--- config.mk ---
export PLATFORM = sky130hd
export DESIGN_NAME = flux_rate_scheduler
export DESIGN_NICKNAME = d
export VERILOG_FILES = /design/src/rtl/flux_rate_scheduler_pkg.sv /design/src/rtl/flux_rate_scheduler_rr_arbiter.sv /design/src/rtl/flux_rate_scheduler.sv
export SDC_FILE = /design/constraint.sdc
export NUM_CORES = 1
export LEC_CHECK = 0
export BUFFER_PORTS_ARGS = -buffer_cell sky130_fd_sc_hd__buf_2
export CORE_AREA = 2 2 89 91
export CTS_CLUSTER_DIAMETER = 60
export DETAILED_ROUTE_END_ITERATION = 6
export DIE_AREA = 0 0 91 93
export PLACE_DENSITY = 0.62
export REMOVE_ABC_BUFFERS = 1
export SETUP_SLACK_MARGIN = 0.1
export SYNTH_ARGS = -nofsm -noshare
export SYNTH_HDL_FRONTEND = slang
export SYNTH_SLANG_ARGS = --single-unit
export TNS_END_PERCENT = 20
--- constraint.sdc ---
create_clock -name clk -period 2.7 [get_ports clk]
set_input_delay 0.27 -clock clk [delete_from_list [all_inputs] [get_ports clk]]
set_output_delay 0.27 -clock clk [all_outputs]
set_load 0.02 [all_outputs]
--- src/rtl/flux_rate_scheduler_pkg.sv ---
// Shared types and helpers for the flux rate scheduler: FSM encoding, rate codes,
// and modular index arithmetic used by the round-robin arbiter.
package flux_rate_scheduler_pkg;

  localparam int MAX_DRIVES = 4;

  typedef enum logic [2:0] {
    ST_IDLE    = 3'd0,
    ST_SETTLE  = 3'd1,
    ST_MEASURE = 3'd2,
    ST_RETRY   = 3'd3,
    ST_DONE    = 3'd4
  } sched_state_e;

  localparam logic [1:0] RATE_500K = 2'b00;
  localparam logic [1:0] RATE_300K = 2'b01;
  localparam logic [1:0] RATE_250K = 2'b10;
  localparam logic [1:0] RATE_1M   = 2'b11;

  // (a + b) mod n for a, b < n <= MAX_DRIVES
  function automatic logic [1:0] wrap_add(input logic [1:0] a, input logic [1:0] b,
                                          input logic [2:0] n);
    logic [2:0] s;
    s = {1'b0, a} + {1'b0, b};
    if (s >= n) begin
      s = s - n;
    end else begin
      s = s;
    end
    return s[1:0];
  endfunction

endpackage

--- src/rtl/flux_rate_scheduler_rr_arbiter.sv ---
// Round-robin arbiter: grants the lowest requester at/after a rotating pointer;
// the pointer moves past the served index when upd_en is strobed.
module flux_rate_scheduler_rr_arbiter
  import flux_rate_scheduler_pkg::*;
#(
  parameter int N = 4
) (
  input  logic         clk,
  input  logic         reset_n,
  input  logic [N-1:0] req,
  input  logic         upd_en,
  input  logic [1:0]   upd_idx,
  output logic [N-1:0] gnt_oh,
  output logic [1:0]   gnt_idx,
  output logic         gnt_valid
);

  logic [1:0] ptr_q;
  logic [1:0] ptr_d;
  logic [1:0] cand;

  // Pointer register
  always_ff @(posedge clk) begin
    if (!reset_n) begin
      ptr_q <= 2'd0;
    end else begin
      ptr_q <= ptr_d;
    end
  end

  // Grant search, scanning offsets high to low so the smallest offset wins
  always_comb begin
    cand      = 2'd0;
    gnt_idx   = 2'd0;
    gnt_valid = 1'b0;
    for (int i = N - 1; i >= 0; i--) begin
      cand = wrap_add(ptr_q, 2'(i), 3'(N));
      if (req[cand]) begin
        gnt_idx   = cand;
        gnt_valid = 1'b1;
      end else begin
        gnt_idx   = gnt_idx;
      end
    end
    if (gnt_valid) begin
      gnt_oh = {{(N-1){1'b0}}, 1'b1} << gnt_idx;
    end else begin
      gnt_oh = '0;
    end
    if (upd_en) begin
      ptr_d = wrap_add(upd_idx, 2'd1, 3'(N));
    end else begin
      ptr_d = ptr_q;
    end
  end

endmodule

--- src/rtl/flux_rate_scheduler.sv ---
// Time-shares one flux analyzer across NUM_DRIVES read channels: arbitrates requests,
// sequences settle/measure/retry, and keeps a per-drive table of locked rates.
module flux_rate_scheduler
  import flux_rate_scheduler_pkg::*;
#(
  parameter int NUM_DRIVES     = 4,
  parameter int SETTLE_CYCLES  = 256,
  parameter int TIMEOUT_CYCLES = 2000000,
  parameter int MAX_RETRY      = 2
) (
  input  logic                    clk,
  input  logic                    reset_n,
  input  logic [NUM_DRIVES-1:0]   det_req,
  input  logic                    det_abort,
  input  logic [NUM_DRIVES-1:0]   flux_in,
  output logic                    ana_enable,
  output logic                    ana_flux,
  input  logic [1:0]              ana_rate,
  input  logic                    ana_rate_valid,
  input  logic                    ana_rate_locked,
  output logic                    busy,
  output logic [1:0]              cur_drive,
  output logic                    det_done,
  output logic [1:0]              det_drive,
  output logic                    det_ok,
  output logic [2*NUM_DRIVES-1:0] rate_table,
  output logic [NUM_DRIVES-1:0]   rate_known
);

  localparam int SET_W = $clog2(SETTLE_CYCLES);
  localparam int TMO_W = $clog2(TIMEOUT_CYCLES);
  localparam int CNT_W = (SET_W > TMO_W) ? SET_W : TMO_W;
  localparam int RTY_W = (MAX_RETRY > 0) ? $clog2(MAX_RETRY + 1) : 1;

  sched_state_e            state_q, state_d;
  logic [CNT_W-1:0]        cnt_q, cnt_d;
  logic [RTY_W-1:0]        retry_q, retry_d;
  logic [1:0]              cur_drive_q, cur_drive_d;
  logic [NUM_DRIVES-1:0]   cur_oh_q, cur_oh_d;
  logic                    busy_q, busy_d;
  logic                    ana_enable_q, ana_enable_d;
  logic                    det_done_q, det_done_d;
  logic [1:0]              det_drive_q, det_drive_d;
  logic                    det_ok_q, det_ok_d;
  logic                    aborted_q, aborted_d;
  logic [1:0]              res_rate_q, res_rate_d;
  logic [2*NUM_DRIVES-1:0] rate_table_q, rate_table_d;
  logic [NUM_DRIVES-1:0]   rate_known_q, rate_known_d;
  logic [1:0]              rate_in_q, rate_in_d;
  logic                    locked_in_q, locked_in_d;
  logic                    valid_in_q, valid_in_d;

  logic [NUM_DRIVES-1:0]   gnt_oh;
  logic [1:0]              gnt_idx;
  logic                    gnt_valid;
  logic                    arb_upd;
  logic                    end_job, end_ok, end_abort;
  logic                    job_active;

  flux_rate_scheduler_rr_arbiter #(.N(NUM_DRIVES)) u_arb (
    .clk       (clk),
    .reset_n   (reset_n),
    .req       (det_req),
    .upd_en    (arb_upd),
    .upd_idx   (cur_drive_q),
    .gnt_oh    (gnt_oh),
    .gnt_idx   (gnt_idx),
    .gnt_valid (gnt_valid)
  );

  // State, counters, result table and analyzer input stage
  always_ff @(posedge clk) begin
    if (!reset_n) begin
      state_q      <= ST_IDLE;
      cnt_q        <= '0;
      retry_q      <= '0;
      cur_drive_q  <= 2'd0;
      cur_oh_q     <= {{(NUM_DRIVES-1){1'b0}}, 1'b1};
      busy_q       <= 1'b0;
      ana_enable_q <= 1'b0;
      det_done_q   <= 1'b0;
      det_drive_q  <= 2'd0;
      det_ok_q     <= 1'b0;
      aborted_q    <= 1'b0;
      res_rate_q   <= 2'd0;
      rate_table_q <= '0;
      rate_known_q <= '0;
      rate_in_q    <= 2'd0;
      locked_in_q  <= 1'b0;
      valid_in_q   <= 1'b0;
    end else begin
      state_q      <= state_d;
      cnt_q        <= cnt_d;
      retry_q      <= retry_d;
      cur_drive_q  <= cur_drive_d;
      cur_oh_q     <= cur_oh_d;
      busy_q       <= busy_d;
      ana_enable_q <= ana_enable_d;
      det_done_q   <= det_done_d;
      det_drive_q  <= det_drive_d;
      det_ok_q     <= det_ok_d;
      aborted_q    <= aborted_d;
      res_rate_q   <= res_rate_d;
      rate_table_q <= rate_table_d;
      rate_known_q <= rate_known_d;
      rate_in_q    <= rate_in_d;
      locked_in_q  <= locked_in_d;
      valid_in_q   <= valid_in_d;
    end
  end

  // Next-state and job sequencing
  always_comb begin
    state_d      = state_q;
    cnt_d        = cnt_q;
    retry_d      = retry_q;
    cur_drive_d  = cur_drive_q;
    cur_oh_d     = cur_oh_q;
    busy_d       = busy_q;
    det_done_d   = 1'b0;
    det_drive_d  = det_drive_q;
    det_ok_d     = det_ok_q;
    aborted_d    = aborted_q;
    res_rate_d   = res_rate_q;
    rate_table_d = rate_table_q;
    rate_known_d = rate_known_q;
    rate_in_d    = ana_rate;
    locked_in_d  = ana_rate_locked;
    valid_in_d   = ana_rate_valid;
    arb_upd      = 1'b0;
    end_job      = 1'b0;
    end_ok       = 1'b0;
    end_abort    = 1'b0;
    job_active   = (state_q == ST_SETTLE) || (state_q == ST_MEASURE) || (state_q == ST_RETRY);

    if (det_abort && job_active) begin
      end_job   = 1'b1;
      end_abort = 1'b1;
    end else begin
      case (state_q)
        ST_IDLE: begin
          if (gnt_valid) begin
            state_d     = ST_SETTLE;
            cur_drive_d = gnt_idx;
            cur_oh_d    = gnt_oh;
            busy_d      = 1'b1;
            retry_d     = '0;
            cnt_d       = '0;
          end else begin
            busy_d      = 1'b0;
          end
        end
        ST_SETTLE: begin
          if (cnt_q == CNT_W'(SETTLE_CYCLES - 1)) begin
            state_d = ST_MEASURE;
            cnt_d   = '0;
          end else begin
            cnt_d   = cnt_q + CNT_W'(1);
          end
        end
        ST_MEASURE: begin
          // A lock reported on the final timeout cycle still counts as success
          if (locked_in_q && valid_in_q) begin
            end_job    = 1'b1;
            end_ok     = 1'b1;
            res_rate_d = rate_in_q;
          end else if (cnt_q == CNT_W'(TIMEOUT_CYCLES - 1)) begin
            if (retry_q < RTY_W'(MAX_RETRY)) begin
              state_d = ST_RETRY;
            end else begin
              end_job = 1'b1;
            end
          end else begin
            cnt_d = cnt_q + CNT_W'(1);
          end
        end
        ST_RETRY: begin
          state_d = ST_SETTLE;
          retry_d = retry_q + RTY_W'(1);
          cnt_d   = '0;
        end
        ST_DONE: begin
          state_d = ST_IDLE;
          busy_d  = 1'b0;
          arb_upd = 1'b1;
          if (det_ok_q) begin
            rate_table_d[{cur_drive_q, 1'b0} +: 2] = res_rate_q;
            rate_known_d[cur_drive_q]              = 1'b1;
          end else if (!aborted_q) begin
            rate_known_d[cur_drive_q] = 1'b0;
          end else begin
            rate_known_d = rate_known_q;
          end
        end
        default: begin
          state_d = ST_IDLE;
          busy_d  = 1'b0;
        end
      endcase
    end

    if (end_job) begin
      state_d     = ST_DONE;
      det_done_d  = 1'b1;
      det_drive_d = cur_drive_q;
      det_ok_d    = end_ok;
      aborted_d   = end_abort;
    end else begin
      aborted_d   = aborted_q;
    end

    ana_enable_d = (state_d == ST_MEASURE);
  end

  assign ana_flux   = |(flux_in & cur_oh_q);
  assign ana_enable = ana_enable_q;
  assign busy       = busy_q;
  assign cur_drive  = cur_drive_q;
  assign det_done   = det_done_q;
  assign det_drive  = det_drive_q;
  assign det_ok     = det_ok_q;
  assign rate_table = rate_table_q;
  assign rate_known = rate_known_q;

endmodule

### Yosys cells after proc, flatten, opt, wreduce, memory -nomap -nowiden

Index checks and enable logic that the tools add are counted.

* register bits after elaboration: 59
* output and inout bits: 21
* word-level logic and storage cells: 134

* add/subtract/negate cells: 12
* magnitude comparators: 12
* eq/ne operators: 11
* shift-type cells: 3
* multiplexer cells: 55
* bitwise operators: 6
* reductions and logical operators: 17

Operators with widths (count)
* $mux 21: 4
* $pmux 21 s4: 1
* $mux 1: 22
* $add 21x1->21 const B: 1
* $eq 21x21->1 const B: 1
* $eq 21x8->1 const B: 1
* $mux 3: 7
* $mux 2: 10
* $lt 2x3->1 const B: 5
* $reduce_and 3->1: 5
* $ge 3x3->1 const B: 4
* $pmux 3 s4: 1
* $sub 2x1->2 const B: 5
* $eq 3x2->1 const B: 3
* $and 4x4->4: 2
* $bmux 1 s2: 4
* $bwmux 8: 1
* $mux 4: 2
* $ne 2x2->1 const B: 4
* $shift 2x5->8 const A: 1
* $shiftx 2x5->8: 1
* $add 2x1->3 const B: 2
* $add 2x2->3 const B: 2
* $neg 3->5: 1
* 22 further kinds: 26

### Depth between registers and ports, before layout

* word-level depth: 14
* gate-level depth with buffers: 7
* depth with buffers taken out: 6

### Hierarchy

A second synthesis with hierarchy kept.

* cell total of the unflattened synthesis: 351
* area, all modules: 2982.9 µm²

Modules (own cells, without submodules)
* flux_rate_scheduler: instances 1, cells each 311, area an instance 2698.8 µm², sequential area each 1141.1 µm²
* flux_rate_scheduler_rr_arbiter: instances 1, cells each 40, area an instance 284.0 µm², sequential area each 40.0 µm²

### Worst setup path before layout

Ideal clock, no wire load.

* path kind: register -> register
* start point: register cnt_q[0]
* end point: register cnt_q[10]
* arrival: 1.811 ns
* data required time: 2.583 ns
* slack: 0.771 ns
* cell stages (with the launch flop): 8
* cell sequence: dfxtp_1 > ha_1 > and4_1 > nand3_1 > o311a_1 > o41ai_2 > buf_2 > nor2_1

* word-level cells in the longest chain between the ends: 4
* elaborated cells between the ends (all ways): 9

RTL lines
* start: declaration: line flux_rate_scheduler.sv:36 `logic [CNT_W-1:0] cnt_q, cnt_d;`
* start signal: assignment: line flux_rate_scheduler.sv:93 `cnt_q <= cnt_d;`
* $add 21x1->21: line flux_rate_scheduler.sv:158, flux_rate_scheduler.sv:174
* $mux 21: line flux_rate_scheduler.sv:167 `end else if (cnt_q == CNT_W'(TIMEOUT_CYCLES - 1)) begin`
* $mux 21: line flux_rate_scheduler.sv:163 `if (locked_in_q && valid_in_q) begin`
* $pmux 21 s4: line flux_rate_scheduler.sv:140 `case (state_q)`

Several ways; a longest one is shown, not always the timed one. The select of a mux whose other input is x is not followed.
A chain may end at the register's enable or synchronous reset.

### Worst setup path in the final report

* start point: register cnt_q[0]
* end point: register cnt_q[0]

Same word-level chain as after synthesis.

==> flow_metrics.py <==
metrics = {
    "grt": {
        "grt_pass1_vias": 2272,
        "use_met1": 0.192,
        "gr-usage-met3": 0.0483,
        "antenna_found_initial": 0,
        "grt_max_degree": 40,
        "grt.overflow.total": 0,
        "grt_first_pass_wirelength_um": 10500,
        "busiest_layer": "met2",
        "grtUsageMet2": 0.251,
        "grt.total_usage": 0.154,
    },
    "clock_network": {
        "clock-sinks": 59,
        "numCtsBuffers": 9,
        "clk_pin_slew_ns": 0.07,
        "cts_buffer_depth": 2,
        "cts_root_buffer": "clkbuf_8",
        "cts_tree": "done",
        "htree_levels": 3,
        "clock_latency_ns": 0.34,
    },
    "pwr": {
        "p_leak_nw": 1.26,
        "irDropWorstVdd_mv": 0.253,
        "p_total_mw": 2.34,
        "power_density_mw_per_mm2": 690,
    },
    "timing": {
        "final.setup_skew_ns": 0.0104,
        "hold_ws_ns": 0.139,
        "setup_viol": 0,
        "maxSlewHeadroom": 0.527,
        "finalCritPeriodShare": 0.836,
        "clock.fmax_mhz": 443,
        "worstMarginPinSlew_ns": 0.706,
        "setup_tns_ns": 0,
        "slew_viol_final": 0,
        "finalHoldViolations": 0,
        "period_minus_slack_ns": 2.26,
        "rsz0062_at_grt": "false",
    },
    "floorplanning": {
        "initial_core_util": 0.388,
        "die-area_mm2": 0.00846,
        "die_y_um": 93,
        "io_pins": 36,
        "rows": 32,
        "die_x_um": 91,
        "core_mm2": 0.00753,
    },
    "setup_path": {
        "cp.arrival_ns": 2.48,
        "critPathRequiredTime_ns": 2.92,
        "crit_path_start_kind": "register",
        "critPathMaxFanout": 14,
        "path_class": "reg2reg",
        "endpoint_kind": "register",
    },
    "place": {
        "dp_hpwl_um": 4420,
        "portBuffers": 35,
        "dp_cells": 471,
        "place.gp.congestion": 0.802,
    },
    "synth": {
        "synth_flop_cell": "dfxtp_1",
        "ys_ff_latch": 59,
        "syn-cell-area_mm2": 0.00292,
        "ys_seq_area_frac": 0.404,
        "ys_async_sr_fraction": 0,
        "synth_cell_types": 53,
        "yosysWarnings": 0,
        "synth_edf_count": 0,
        "synth_area_per_cell_um2": 8.56,
        "synth_cells": 341,
    },
    "finish": {
        "stdcell_count": 487,
        "layout-drive-gt1-share": 0.169,
        "utilization": 0.451,
        "diodes": 0,
        "area_growth_pct": 16.2,
        "n_fill_cell": 767,
        "nNetsFinal": 404,
    },
    "detailed_routing": {
        "drt-total-wl_um": 6200,
        "dr.pass1.iters": 4,
        "drt_iter0_drc": 104,
        "ant_nets": 0,
        "routedWlPerCell_um": 12.7,
        "viasPerCell": 5.13,
        "drc": 0,
        "vias": 2498,
    },
    "flow_run": {
        "cap_violations": 0,
    },
    "worst_hold_path": {
        "min_path_type": "in2reg",
    },
    "outcome": {
        "outcome": "complete, no violations",
    },
}
-- cell usage in the layout, fill, tap and decap left out, drive strengths merged, types with 2 or more instances in the layout --
cell and count:
buf 40, clkbuf 10, a21oi 12, clkinv 4, xor2 5, o21ai 15
nor3b 3, nand2b 2, nand3 18, a21o 2, and4 5, nand4 10
a22oi 3, clkinvlp 3, nor3 10, dfxtp 59, o21a 2, and2 11
or3 6, inv 6, a21boi 16, nor4 5, o22ai 2, nand4b 5
nand2 42, a31oi 2, nor2b 12, mux2i 4, xnor2 10, a211oi 4
nor2 28, and3 5, ha 9
-- kinds of logic (layout without fill, tap and decap cells) --
| group | after synthesis | after routing | share of synthesized area |
|---|---|---|---|
| simple gates | 166 | 166 | 0.302 |
| compound gates | 68 | 68 | 0.164 |
| flops | 59 | 59 | 0.404 |
| buf+inv | 19 | 63 | 0.0283 |
| xor+xnor | 15 | 15 | 0.0450 |
| fa+ha+maj | 9 | 9 | 0.0386 |
| mux | 5 | 5 | 0.0176 |
-- final cells by class --
class                           instances  area, µm²  area share
Tap cell                              102        128      0.0376
Multi-Input combinational cell        263       1670       0.491
Sequential cell                        59       1180       0.348
Inverter                                7       26.3     0.00774
Clock buffer                           10        138      0.0405
Clock inverter                          6       41.3      0.0122
Timing Repair Buffer                   40        213      0.0627
-- power breakdown --
group / internal [mW] / leakage, nW / switching, mW
sequential: 0.931 / 0.479 / 0.0842
clock: 0.355 / 0.0843 / 0.368
combinational: 0.238 / 0.696 / 0.365
total: 1.52 / 1.26 / 0.817
-- cells in the mapped netlist (2+ instances only) --
cell type / instances / area share
o21ai_0: 15 / 0.026
nand4_1: 10 / 0.021
ha_1: 9 / 0.039
nor3b_1: 3 / 0.0077
and4_1: 5 / 0.015
o22ai_1: 2 / 0.0043
nor2b_1: 12 / 0.026
nand2b_1: 2 / 0.0043
nand3_1: 18 / 0.031
a211oi_1: 4 / 0.010
buf_2: 3 / 0.0051
xnor2_1: 10 / 0.030
xor2_1: 5 / 0.015
clkbuf_1: 6 / 0.0077
o21a_1: 2 / 0.0051
dfxtp_1: 59 / 0.40
and2_1: 11 / 0.024
mux2i_1: 4 / 0.014
nand4b_1: 5 / 0.015
or3_1: 6 / 0.013
a31oi_1: 2 / 0.0043
a21boi_0: 15 / 0.039
a22oi_1: 3 / 0.0077
a21o_1: 2 / 0.0051
nand2_1: 42 / 0.054
nor3_1: 9 / 0.015
nor4_1: 4 / 0.0086
inv_1: 6 / 0.0077
buf_1: 2 / 0.0026
nor2_1: 27 / 0.035
and3_1: 5 / 0.011
a21oi_1: 12 / 0.021
-- through the flow --
stage                     setup slack [ns]  cell area (µm²)
after floorplan                      0.210             2860
after global placement               0.321             3200
after detailed placement             0.250             3200
after CTS                            0.239             3380
after global routing                 0.253             3390
final                                0.443             3390
-- worst max-delay path: stages (launching register included) --
cell and delay [ns]:
dfxtp_1 0.41, ha_1 0.21, and4_1 0.22, nand3_1 0.11, o311a_1 0.34, o41ai_4 0.51, buf_4 0.29, nor2_1 0.07
-- sequential cells by signal, summed over array words and instances, names as in the netlist, named ones only --
register / cells
state_q: 3
rate_table: 8
u_arb.ptr_q: 2
aborted_q: 1
res_rate_q: 2
det_ok: 1
locked_in_q: 1
cur_oh_q: 4
valid_in_q: 1
cur_drive: 2
cnt_q: 21
busy: 1
ana_enable: 1
det_done: 1
retry_q: 2
det_drive: 2
rate_in_q: 2
-- final timing paths --
| kind | endpoint | cells past startpoint | start | slack [ns] |
|---|---|---|---|---|
| worst max register to register | cnt_q[0] | 7 | cnt_q[0] | 0.44 |
| worst max-delay path | cnt_q[0] | 7 | cnt_q[0] | 0.44 |
| worst min register to register | cur_oh_q[1] | 2 | cur_oh_q[1] | 0.46 |
| worst min-delay path | rate_in_q[1] | 2 | ana_rate[1] | 0.14 |
-- what timing repair did --
item / in CTS / in global routing
hold buffers: 0 / 0
setup buffers: 0 / 0
endpoints found under the setup margin: 0 / 14
gates resized for setup: 0 / 1
-- per-layer routing --
metal  part of all wire  wire length [µm]  vias to the layer above
met5                  0                 0                        -
met4             0.0095                59                        0
met3              0.042               262                        8
met2               0.46              2860                       49
met1               0.49              3020                     1135
li1                   -                 -                     1306
(Power assumes the default switching activity.)
